===== config.mk =====
export PLATFORM = sky130hd
export DESIGN_NAME = addr_burst_issue
export DESIGN_NICKNAME = d
export VERILOG_FILES = /design/src/rtl/addr_burst_issue.sv
export SDC_FILE = /design/constraint.sdc
export NUM_CORES = 1
export LEC_CHECK = 0
export CAP_MARGIN = 20
export CORE_UTILIZATION = 41
export CTS_CLUSTER_SIZE = 12
export DETAILED_ROUTE_END_ITERATION = 6
export DONT_BUFFER_PORTS = 1
export PLACE_DENSITY = 0.57
export SYNTH_ARGS = -nofsm -noshare
export SYNTH_HDL_FRONTEND = slang
export SYNTH_SLANG_ARGS = --single-unit
export TNS_END_PERCENT = 20

===== constraint.sdc =====
create_clock -name clk -period 4.5 [get_ports clk]
set_input_delay 0.9 -clock clk [delete_from_list [all_inputs] [get_ports clk]]
set_output_delay 0.9 -clock clk [all_outputs]
set_load 0.01 [all_outputs]

===== src/rtl/addr_burst_issue.sv =====
// Burst address issuer: buffers {base address, length} entries in a small FIFO and
// expands each one into a stream of beat addresses on a valid/ready request port.
module addr_burst_issue #(
    parameter int unsigned DEPTH  = 4,
    parameter int unsigned STRIDE = 1,
    parameter int unsigned LW     = 4
) (
    input  logic                     clk,
    input  logic                     rst,
    input  logic                     in_valid,
    output logic                     in_ready,
    input  logic [15:0]              in_addr,
    input  logic [LW-1:0]            in_len,
    output logic                     out_valid,
    input  logic                     out_ready,
    output logic [15:0]              out_addr,
    output logic                     out_last,
    output logic                     out_wrap,
    output logic [$clog2(DEPTH):0]   level
);

    localparam int unsigned AW         = $clog2(DEPTH);
    localparam logic [AW:0] FULL_LEVEL = DEPTH[AW:0];
    localparam logic [16:0] STRIDE_X   = {1'b0, STRIDE[15:0]};

    typedef enum logic {
        S_IDLE,
        S_BURST
    } state_e;

    state_e          state_q, state_d;
    logic [15:0]     cur_addr_q, cur_addr_d;
    logic [LW-1:0]   beats_left_q, beats_left_d;
    logic            last_q, last_d;
    logic            wrapped_q, wrapped_d;
    logic [AW:0]     level_q, level_d;
    logic [AW-1:0]   wr_ptr_q, wr_ptr_d;
    logic [AW-1:0]   rd_ptr_q, rd_ptr_d;

    logic [15:0]     addr_mem_q [DEPTH];
    logic [LW-1:0]   len_mem_q  [DEPTH];

    logic            push;
    logic            pop;
    logic            have_head;
    logic [16:0]     sum;

    // NOTE: storage carries no reset; level/pointers alone define which entries are valid.
    always_ff @(posedge clk) begin
        if (push) begin
            addr_mem_q[wr_ptr_q] <= in_addr;
            len_mem_q[wr_ptr_q]  <= in_len;
        end
    end

    // NOTE: sequential state uses non-blocking assignments so every flop samples pre-edge values.
    always_ff @(posedge clk) begin
        if (rst) begin
            state_q      <= S_IDLE;
            cur_addr_q   <= '0;
            beats_left_q <= '0;
            last_q       <= 1'b0;
            wrapped_q    <= 1'b0;
            level_q      <= '0;
            wr_ptr_q     <= '0;
            rd_ptr_q     <= '0;
        end else begin
            state_q      <= state_d;
            cur_addr_q   <= cur_addr_d;
            beats_left_q <= beats_left_d;
            last_q       <= last_d;
            wrapped_q    <= wrapped_d;
            level_q      <= level_d;
            wr_ptr_q     <= wr_ptr_d;
            rd_ptr_q     <= rd_ptr_d;
        end
    end

    // NOTE: every signal gets a default first so no path through the block infers a latch.
    always_comb begin
        state_d      = state_q;
        cur_addr_d   = cur_addr_q;
        beats_left_d = beats_left_q;
        last_d       = last_q;
        wrapped_d    = wrapped_q;
        pop          = 1'b0;
        in_ready     = (level_q < FULL_LEVEL);
        push         = in_valid && in_ready;
        have_head    = (level_q != '0);
        sum          = {1'b0, cur_addr_q} + STRIDE_X;

        unique case (state_q)
            S_IDLE: begin
                if (have_head) begin
                    pop     = 1'b1;
                    state_d = S_BURST;
                end
            end
            S_BURST: begin
                if (out_ready) begin
                    if (!last_q) begin
                        cur_addr_d   = sum[15:0];
                        beats_left_d = beats_left_q - LW'(1);
                        last_d       = (beats_left_q == LW'(1));
                        wrapped_d    = wrapped_q | sum[16];
                    end else if (have_head) begin
                        pop = 1'b1;
                    end else begin
                        state_d = S_IDLE;
                    end
                end
            end
            default: state_d = S_IDLE;
        endcase

        // Loading the head shares the edge with the final handshake, so bursts run back to back.
        if (pop) begin
            cur_addr_d   = addr_mem_q[rd_ptr_q];
            beats_left_d = len_mem_q[rd_ptr_q];
            last_d       = (len_mem_q[rd_ptr_q] == '0);
            wrapped_d    = 1'b0;
        end

        wr_ptr_d = push ? wr_ptr_q + AW'(1) : wr_ptr_q;
        rd_ptr_d = pop  ? rd_ptr_q + AW'(1) : rd_ptr_q;
        unique case ({push, pop})
            2'b10:   level_d = level_q + (AW+1)'(1);
            2'b01:   level_d = level_q - (AW+1)'(1);
            default: level_d = level_q;
        endcase
    end

    always_comb begin
        out_valid = (state_q == S_BURST);
        out_addr  = cur_addr_q;
        out_last  = last_q;
        out_wrap  = wrapped_q;
        level     = level_q;
    end

endmodule


==> reports/metrics.cfg, run 1 <==
[outcome]
outcome=finished clean

[clock_network]
cts_tree=done
htreeDepth=3
cts_buffers=9
numClockSinks=112
cts_resized=0
cts-root-buf=clkbuf_16
clockBufferDepth=2
post_cts_buffers=0
insertion_delay_ns=0.34
clk_pin_slew_ns=0.07
hold_buffers=0

[yosys]
synth_edf_count=80
yosys_warnings=0
synthFlopType=edfxtp_1
netlist_instances=317
synth-compound-area-share=0.0800
syn_nets=350
netlist_area_sq_um=4690
yosys.area_share.simple=0.0990
synthAdderAreaFrac=0.0256
ys_async_sr_fraction=0
syn_avg_cell_area_sq_um=14.8
muxShareOfSynthArea=0.0982
synth_top_family_by_area=simple AND/OR/NAND/NOR gates
yosysUniqueCellTypes=48
ys_seq_area_frac=0.649
yosys_register_bits=112
synth_xor_area_frac=0.0205

[power]
p_leak_nw=1.62
pwr_density_cell_nw_per_um2=638
peakVddDrop_mv=0.397

[sta]
worst_pin_slew_ns=0.996
finalSetupViolations=0
slew_headroom=0.335
fmax_mhz=379
fin_ws_ns=1.86
tns_ns=0
rsz0062_at_grt=no
clock_skew_ns=0.00697
hold_viol_final=0
fin_crit_ns=2.64
maxSlewViolCount=0
fin_crit_sh=0.586

[worst_setup_path]
r2r_cells=9
startpoint=out_last
r2r_slack_ns=1.86
critical_path.slowest_cell=dfxtp_1
crit_arrival_ns=2.91
crit_fanout=34
critPathMaxStageDelay_ns=0.58
reg2reg_to=level[2]
start_kind=flop
path_class=reg -> reg
crit_path_end_kind=flop
timing.rr.start=out_last
worstPathCellList=a21bo_2, nand2_8, inv_2, ha_1, inv_1, fa_1, xor2_1, or3_1, a21oi_1
worstPathRequired_ns=4.77
endpoint=level[2]

[floorplan]
die_h_um=109
io_pins=47
core_sq_um=11000
die-area_sq_um=11900
row_count=38
start_util=0.427
die_w_um=109

[worst_hold_path]
hold_path_startpoint=beats_left_q[3]
worstHoldPathType=reg -> reg

[final_layout]
n_antenna_cell=0
drive_gt1_frac=0.131
fillers=934
layout.nets=348
area_growth_pct=9.66
layout_commonest_cell=edfxtp_1
final_cell_mix=edfxtp_1, dfxtp_1, nor2_1

[global_route]
grt_usage=0.168
globalRoute.busiestLayer=met2
grt_use_met3=0.0490
grt_pass1_vias=2683
grt_pass1_wl_um=14500
met2_usage=0.265
grt_use_met1=0.210
grt-ovfl-total=0
grt_max_degree=35
antenna_found_initial=0

[drt]
dr.pass1.iters=4
routed_wl_um=9150
wl_per_cell_um=19.9
antenna_left=0
via_per_inst=5.74
via_count=2640
first_iter_violations=173
drcViolationCount=0

[placement]
gp_congestion=0.824
io_buffer_count=0
hpwl_um=6000
dpl_worst_slack_ns=1.63

[run]
maxCapViolCount=0

-- worst min path at each step --
stage / to / cells after the start
6_report: beats_left_q[3] / 2
3_3_place_gp: flop / 2
4_1_cts: beats_left_q[3] / 2
3_5_place_dp: beats_left_q[3] / 2
2_1_floorplan: flop / 2
5_1_grt: beats_left_q[3] / 2
-- cells in the mapped netlist (6+ instances only) --
| master | number | share of area |
|---|---|---|
| nand2_1 | 6 | 0.0048 |
| or4_1 | 6 | 0.0096 |
| clkbuf_1 | 12 | 0.0096 |
| inv_1 | 10 | 0.0080 |
| mux4_2 | 20 | 0.096 |
| a21oi_1 | 9 | 0.0096 |
| nand3_1 | 9 | 0.0096 |
| edfxtp_1 | 80 | 0.51 |
| nor2_1 | 25 | 0.020 |
| a211oi_1 | 9 | 0.014 |
| ha_1 | 8 | 0.021 |
| a311oi_1 | 6 | 0.011 |
| dfxtp_1 | 32 | 0.14 |
| or3_1 | 6 | 0.0080 |
| and2_1 | 6 | 0.0080 |
| xor2_1 | 6 | 0.011 |
-- worst max-delay path, delay by kind of cell, from the launching register on --
family | cells | cell delay, ns
adders and majority gates | 2 | 0.59
DFF | 1 | 0.58
and+or+nand+nor | 2 | 0.48
AOI/OAI and AO/OA | 2 | 0.46
buffers and inverters | 2 | 0.30
xor gates and xnor gates | 1 | 0.16
-- sequential cells by signal, summed over array words and instances (netlist names), named ones only --
register,count
addr_mem_q,64
len_mem_q,16
out_addr,16
beats_left_q,4
level,3
rd_ptr_q,2
wr_ptr_q,2
out_last,1
out_valid,1
out_wrap,1
-- final cells by class --
type / instances / area (sq um) / share of cell area
clock buffer: 11 / 233 / 0.0452
tap: 140 / 175 / 0.0341
clock inverter: 5 / 57.6 / 0.0112
inverter: 11 / 41.3 / 0.00803
sequential: 112 / 3040 / 0.592
multi-input combinational: 176 / 1520 / 0.295
timing repair buffer: 5 / 77.6 / 0.0151
-- kinds of logic (layout without fill, tap and decap cells) --
family / after synthesis / count (layout)
simple gates: 82 / 82
compound gates: 53 / 53
xor+xnor: 11 / 11
fa+ha+maj: 9 / 9
buf+inv: 29 / 32
mux: 21 / 21
flops: 112 / 112
-- metal layers --
metal  vias up  wire, um  part of all wire
met5         -         0                 0
met4         0       255             0.028
met3        12       551             0.060
met2        72      4490              0.49
met1      1314      3860              0.42
li1       1242         -                 -
-- power breakdown --
| part | switching [mW] | total [mW] | internal [mW] |
|---|---|---|---|
| Clock | 0.342 | 0.773 | 0.431 |
| Sequential | 0.258 | 1.56 | 1.30 |
| Combinational | 0.532 | 0.950 | 0.418 |
| Total | 1.13 | 3.28 | 2.15 |
-- metrics by stage --
stage          utilization  std cells  power [mW]  hold slack [ns]  instance area [sq um]
6_report             0.468        460        3.28            0.531                   5140
5_1_grt              0.468        460        3.48            0.572                   5140
4_1_cts              0.463        458        3.29            0.531                   5090
3_5_place_dp         0.437        442        2.52            0.521                   4800
3_3_place_gp         0.437        442        2.49            0.501                   4800
2_1_floorplan            -        317        2.30            0.485                   4690
No activity file was read; power rests on OpenSTA's default activity.
==> run 2, diff against run 1 <==
Clock period 4.5 ns to 2.7 ns, I/O delays scaled along.
==> reports/metrics.cfg, run 2 (synthesized netlist as in run 1, its figures left out) <==
[final_layout]
layout.nets=356  ; +2.3%
layout_commonest_cell=edfxtp_1
drive_gt1_frac=0.159  ; +0.0273
n_antenna_cell=0  ; unchanged
final_cell_mix=edfxtp_1, dfxtp_1, nor2_1
top_register=addr_mem_q
largest_reg_flops=64  ; unchanged
fillers=955  ; +2.2%
area_growth_pct=10.3

[global_route]
grt_usage=0.165  ; -0.00306
globalRoute.busiestLayer=met2
antenna_found_initial=0  ; unchanged
grt_use_met1=0.218  ; +0.00788
grt-ovfl-total=0  ; unchanged
grt_pass1_wl_um=14100  ; -2.3%
grt_use_met3=0.0424  ; -0.00658
grt_max_degree=34  ; -2.9%
grt_pass1_vias=2617  ; -2.5%
met2_usage=0.257  ; -0.00809

[power]
combPwrFrac=0.304  ; +0.015
swShare=0.346  ; +0.00137
netSwitchingPower_mw=1.92  ; +70%
p_leak_nw=1.66  ; +2.4%
internal-power_mw=3.63  ; +69%
peakVddDrop_mv=0.697  ; +75%
p_seq_frac=0.455  ; -0.020
total_power_mw=5.55  ; +69%
clkPwrFrac=0.240  ; +0.004
pwr_density_cell_nw_per_um2=1070  ; +68%

[worst_hold_path]
hold_path_depth=1  ; -1
worstHoldPathType=in -> reg

[sta]
tns_ns=0  ; unchanged
worst_pin_slew_ns=0.743  ; -0.254 ns
clock_skew_ns=0.00671  ; -0.000257 ns
fin_crit_sh=0.856  ; +0.270
finalSetupViolations=0  ; unchanged
fin_ws_ns=0.388  ; -1.47 ns
fmax_mhz=433  ; +14%
fin_crit_ns=2.31  ; -0.326 ns
rsz0062_at_grt=no
slew_headroom=0.505  ; +0.170
maxSlewViolCount=0  ; unchanged
fin_hold_ws_ns=0.263  ; -0.268 ns
hold_viol_final=0  ; unchanged

[outcome]
outcome=finished clean

[drt]
drcViolationCount=0  ; unchanged
wl_per_cell_um=19.5  ; -1.9%
routed_wl_um=9140  ; -0.19%
dr.pass1.iters=4  ; unchanged
via_count=2669  ; +1.1%
first_iter_violations=152  ; -12%
via_per_inst=5.70  ; -0.63%
antenna_left=0  ; unchanged

[worst_setup_path]
worstPathCellList=nor4_2, or3_1, or4_1, a311oi_1
critical_path.slowest_cell=or3_1
crit_path_end_kind=flop
critPathMaxStageDelay_ns=0.69  ; +0.11 ns
crit_fanout=23  ; -32%
crit_arrival_ns=2.56  ; -0.35 ns
r2r_cells=4  ; -5
worstPathRequired_ns=2.94  ; -1.83 ns
path_class=reg -> reg
r2r_slack_ns=0.39  ; -1.47 ns
start_kind=flop

[clock_network]
cts_tree=done
clockBufferDepth=2  ; unchanged
htreeDepth=3  ; unchanged
clk_pin_slew_ns=0.07  ; about the same
cts_resized=0  ; unchanged
cts_buffers=9  ; unchanged
insertion_delay_ns=0.34  ; about the same
numClockSinks=112  ; unchanged
post_cts_buffers=0  ; unchanged
cts-root-buf=clkbuf_16
hold_buffers=0  ; unchanged

[placement]
gp_congestion=0.809  ; -1.8%
dpl_worst_slack_ns=0.423  ; -1.21 ns
hpwl_um=5940  ; -1.0%
io_buffer_count=0  ; unchanged

[floorplan]
io_pins=47  ; unchanged
start_util=0.427  ; unchanged
die_w_um=109  ; unchanged
row_count=38  ; unchanged
die_h_um=109  ; unchanged
core_sq_um=11000  ; unchanged
die-area_sq_um=11900  ; unchanged

[run]
maxCapViolCount=0  ; unchanged

-- run 2: cell types whose count changed in the layout (fill, tap and decap cells not counted), sizes merged --
| cell | delta |
|---|---|
| clkinvlp | -1 |
| clkbuf | -2 |
| inv | +3 |
| buf | +8 |
-- run 2: worst paths after layout --
check              start           to
max             level[2]  out_addr[7]
min                  rst  wr_ptr_q[0]
max reg2reg     level[2]  out_addr[7]
min reg2reg  rd_ptr_q[1]  rd_ptr_q[1]
-- run 2: layout make-up --
type | instances | area, sq um | area share
Sequential cell | 112 | 3040 | 0.588
Multi-Input combinational cell | 176 | 1520 | 0.293
Clock buffer | 9 | 225 | 0.0435
Tap cell | 140 | 175 | 0.0338
Timing Repair Buffer | 13 | 97.6 | 0.0189
Clock inverter | 7 | 76.3 | 0.0147
Inverter | 11 | 41.3 | 0.00798
-- run 2: through the flow --
step,cell area (sq um),utilization,std cells
finish,5170,0.471,468
global route,5170,0.471,468
global placement,4870,0.444,452
detailed placement,4870,0.444,452
floorplan,4690,-,317
CTS,5170,0.471,468
-- run 2: power by group through the flow --
stage / Sequential [mW] / Clock [mW] / Combinational, mW
2_1_floorplan: 2.46 / 0 / 1.37
4_1_cts: 2.53 / 1.37 / 1.71
5_1_grt: 2.58 / 1.43 / 1.86
3_3_place_gp: 2.56 / 0 / 1.69
6_report: 2.53 / 1.33 / 1.69
3_5_place_dp: 2.57 / 0 / 1.70
-- run 2: layer usage --
| layer | share of wire | vias up | wire length (um) |
|---|---|---|---|
| li1 | - | 1256 | - |
| met1 | 0.46 | 1334 | 4210 |
| met2 | 0.47 | 69 | 4290 |
| met3 | 0.055 | 10 | 499 |
| met4 | 0.015 | 0 | 140 |
| met5 | 0 | - | 0 |
-- run 2: critical path, delay by kind of cell, from the launching register on --
kind,cells,cell delay [ns]
compound gates,1,0.29
simple gates,3,1.41
flops,1,0.52
==> run 3, diff against run 2 <==
Settings changed: GPL_TIMING_DRIVEN set to 0, SKIP_CTS_REPAIR_TIMING set to 1.
==> reports/metrics.cfg, run 3 (synthesized netlist as in run 1, its figures left out) <==
[worst_setup_path]
worstPathRequired_ns=2.97  ; +0.03 ns
crit_path_end_kind=flop
path_class=reg -> reg
crit_arrival_ns=2.71  ; +0.15 ns
start_kind=flop
crit_fanout=10  ; -57%

[global_route]
grt_usage=0.181  ; +0.0162
antenna_found_initial=0  ; unchanged
grt_pass1_vias=2803  ; +7.1%
grt_pass1_wl_um=15500  ; +9.6%
grt_max_degree=18  ; -47%
grt-ovfl-total=0  ; unchanged

[final_layout]
drive_gt1_frac=0.145  ; -0.0131
area_growth_pct=11.7
layout_commonest_cell=edfxtp_1
final_cell_mix=edfxtp_1, dfxtp_1, nor2_1
top_register=addr_mem_q
largest_reg_flops=64  ; unchanged
layout.nets=365  ; +2.5%
n_antenna_cell=0  ; unchanged
fillers=962  ; +0.73%
fin_area_sq_um=5240  ; +1.3%

[drt]
dr.pass1.iters=4  ; unchanged
via_count=2735  ; +2.5%
via_per_inst=5.73  ; +0.54%
antenna_left=0  ; unchanged
first_iter_violations=184  ; +21%
wl_per_cell_um=20.6  ; +5.3%
routed_wl_um=9800  ; +7.3%
drcViolationCount=0  ; unchanged

[sta]
worst_pin_slew_ns=0.730  ; -0.0130 ns
finalSetupViolations=0  ; unchanged
fin_crit_sh=0.904  ; +0.0478
fmax_mhz=410  ; -5.3%
tns_ns=0  ; unchanged
rsz0062_at_grt=no
clock_skew_ns=0.00518  ; -0.00153 ns
maxSlewViolCount=0  ; unchanged
hold_viol_final=0  ; unchanged
slew_headroom=0.514  ; +0.00869
fin_crit_ns=2.44  ; +0.129 ns

[floorplan]
core_sq_um=11000  ; unchanged
die_w_um=109  ; unchanged
die-area_sq_um=11900  ; unchanged
row_count=38  ; unchanged
start_util=0.427  ; unchanged
die_h_um=109  ; unchanged
io_pins=47  ; unchanged

[clock_network]
htreeDepth=3  ; unchanged
insertion_delay_ns=0.34  ; about the same
numClockSinks=112  ; unchanged
clk_pin_slew_ns=0.07  ; about the same
cts_buffers=9  ; unchanged
cts-root-buf=clkbuf_16
cts_tree=done
clockBufferDepth=2  ; unchanged

[placement]
hpwl_um=6860  ; +15%
gp_congestion=0.805  ; -0.47%
place_area_sq_um=4980  ; +2.1%
io_buffer_count=0  ; unchanged

[worst_hold_path]
worstHoldPathType=in -> reg

[run]
maxCapViolCount=0  ; unchanged

[power]
peakVddDrop_mv=0.419  ; -40%
pwr_density_cell_nw_per_um2=1060  ; -0.89%
p_leak_nw=1.66  ; +0.38%

[outcome]
outcome=finished clean

## run 3: worst max-delay path: stages (launching register included)
cell     delay, ns
dfxtp_1       0.51
or3_1         0.20
buf_6         0.14
nand2_8       0.07
inv_2         0.07
buf_6         0.15
ha_1          0.19
inv_1         0.06
fa_1          0.38
xor2_1        0.16
or3_1         0.31
a21oi_1       0.13
## run 3: power by group
part           internal, mW  switching, mW  total [mW]
clock                 0.616          0.582        1.20
combinational         0.791           1.04        1.83
sequential             2.17          0.369        2.54
## run 3: final timing paths
path / endpoint / from / slack, ns / cells past startpoint
max: level[2] / level[2] / 0.26 / 11
min: len_mem_q[1][3] / in_len[3] / 0.29 / 0
max reg2reg: level[2] / level[2] / 0.26 / 11
min reg2reg: flop / rd_ptr_q[1] / 0.54 / 2
## run 3: metal layers
metal / routed length (um) / global-route usage / vias up / share of wire
met5: 0 / 0 / - / 0
met4: 209 / 0.0656 / 0 / 0.021
met3: 679 / 0.0508 / 16 / 0.069
met2: 4660 / 0.289 / 93 / 0.48
met1: 4260 / 0.236 / 1349 / 0.43
li1: - / - / 1277 / -
## run 3: final cells by class
cell class                 count  area, sq um  area share
buffer                        18         90.1      0.0172
clock buffer                   9          225      0.0430
clock inverter                 7         38.8     0.00740
inverter                      11         41.3     0.00788
multi-input combinational    176         1520       0.289
sequential                   112         3040       0.581
tap                          140          175      0.0334
timing repair buffer           4          110      0.0210
## run 3: through the flow
step	util	total power, mW	hold WS [ns]	setup WS [ns]	instances
6_report	0.477	5.57	0.290	0.260	477
5_1_grt	0.477	5.92	0.270	0.0376	477
4_1_cts	0.477	5.60	0.280	0.180	477
3_5_place_dp	0.453	4.42	0.531	0.175	461
3_3_place_gp	0.443	4.33	0.512	0.228	457
2_1_floorplan	-	3.83	0.485	0.490	317
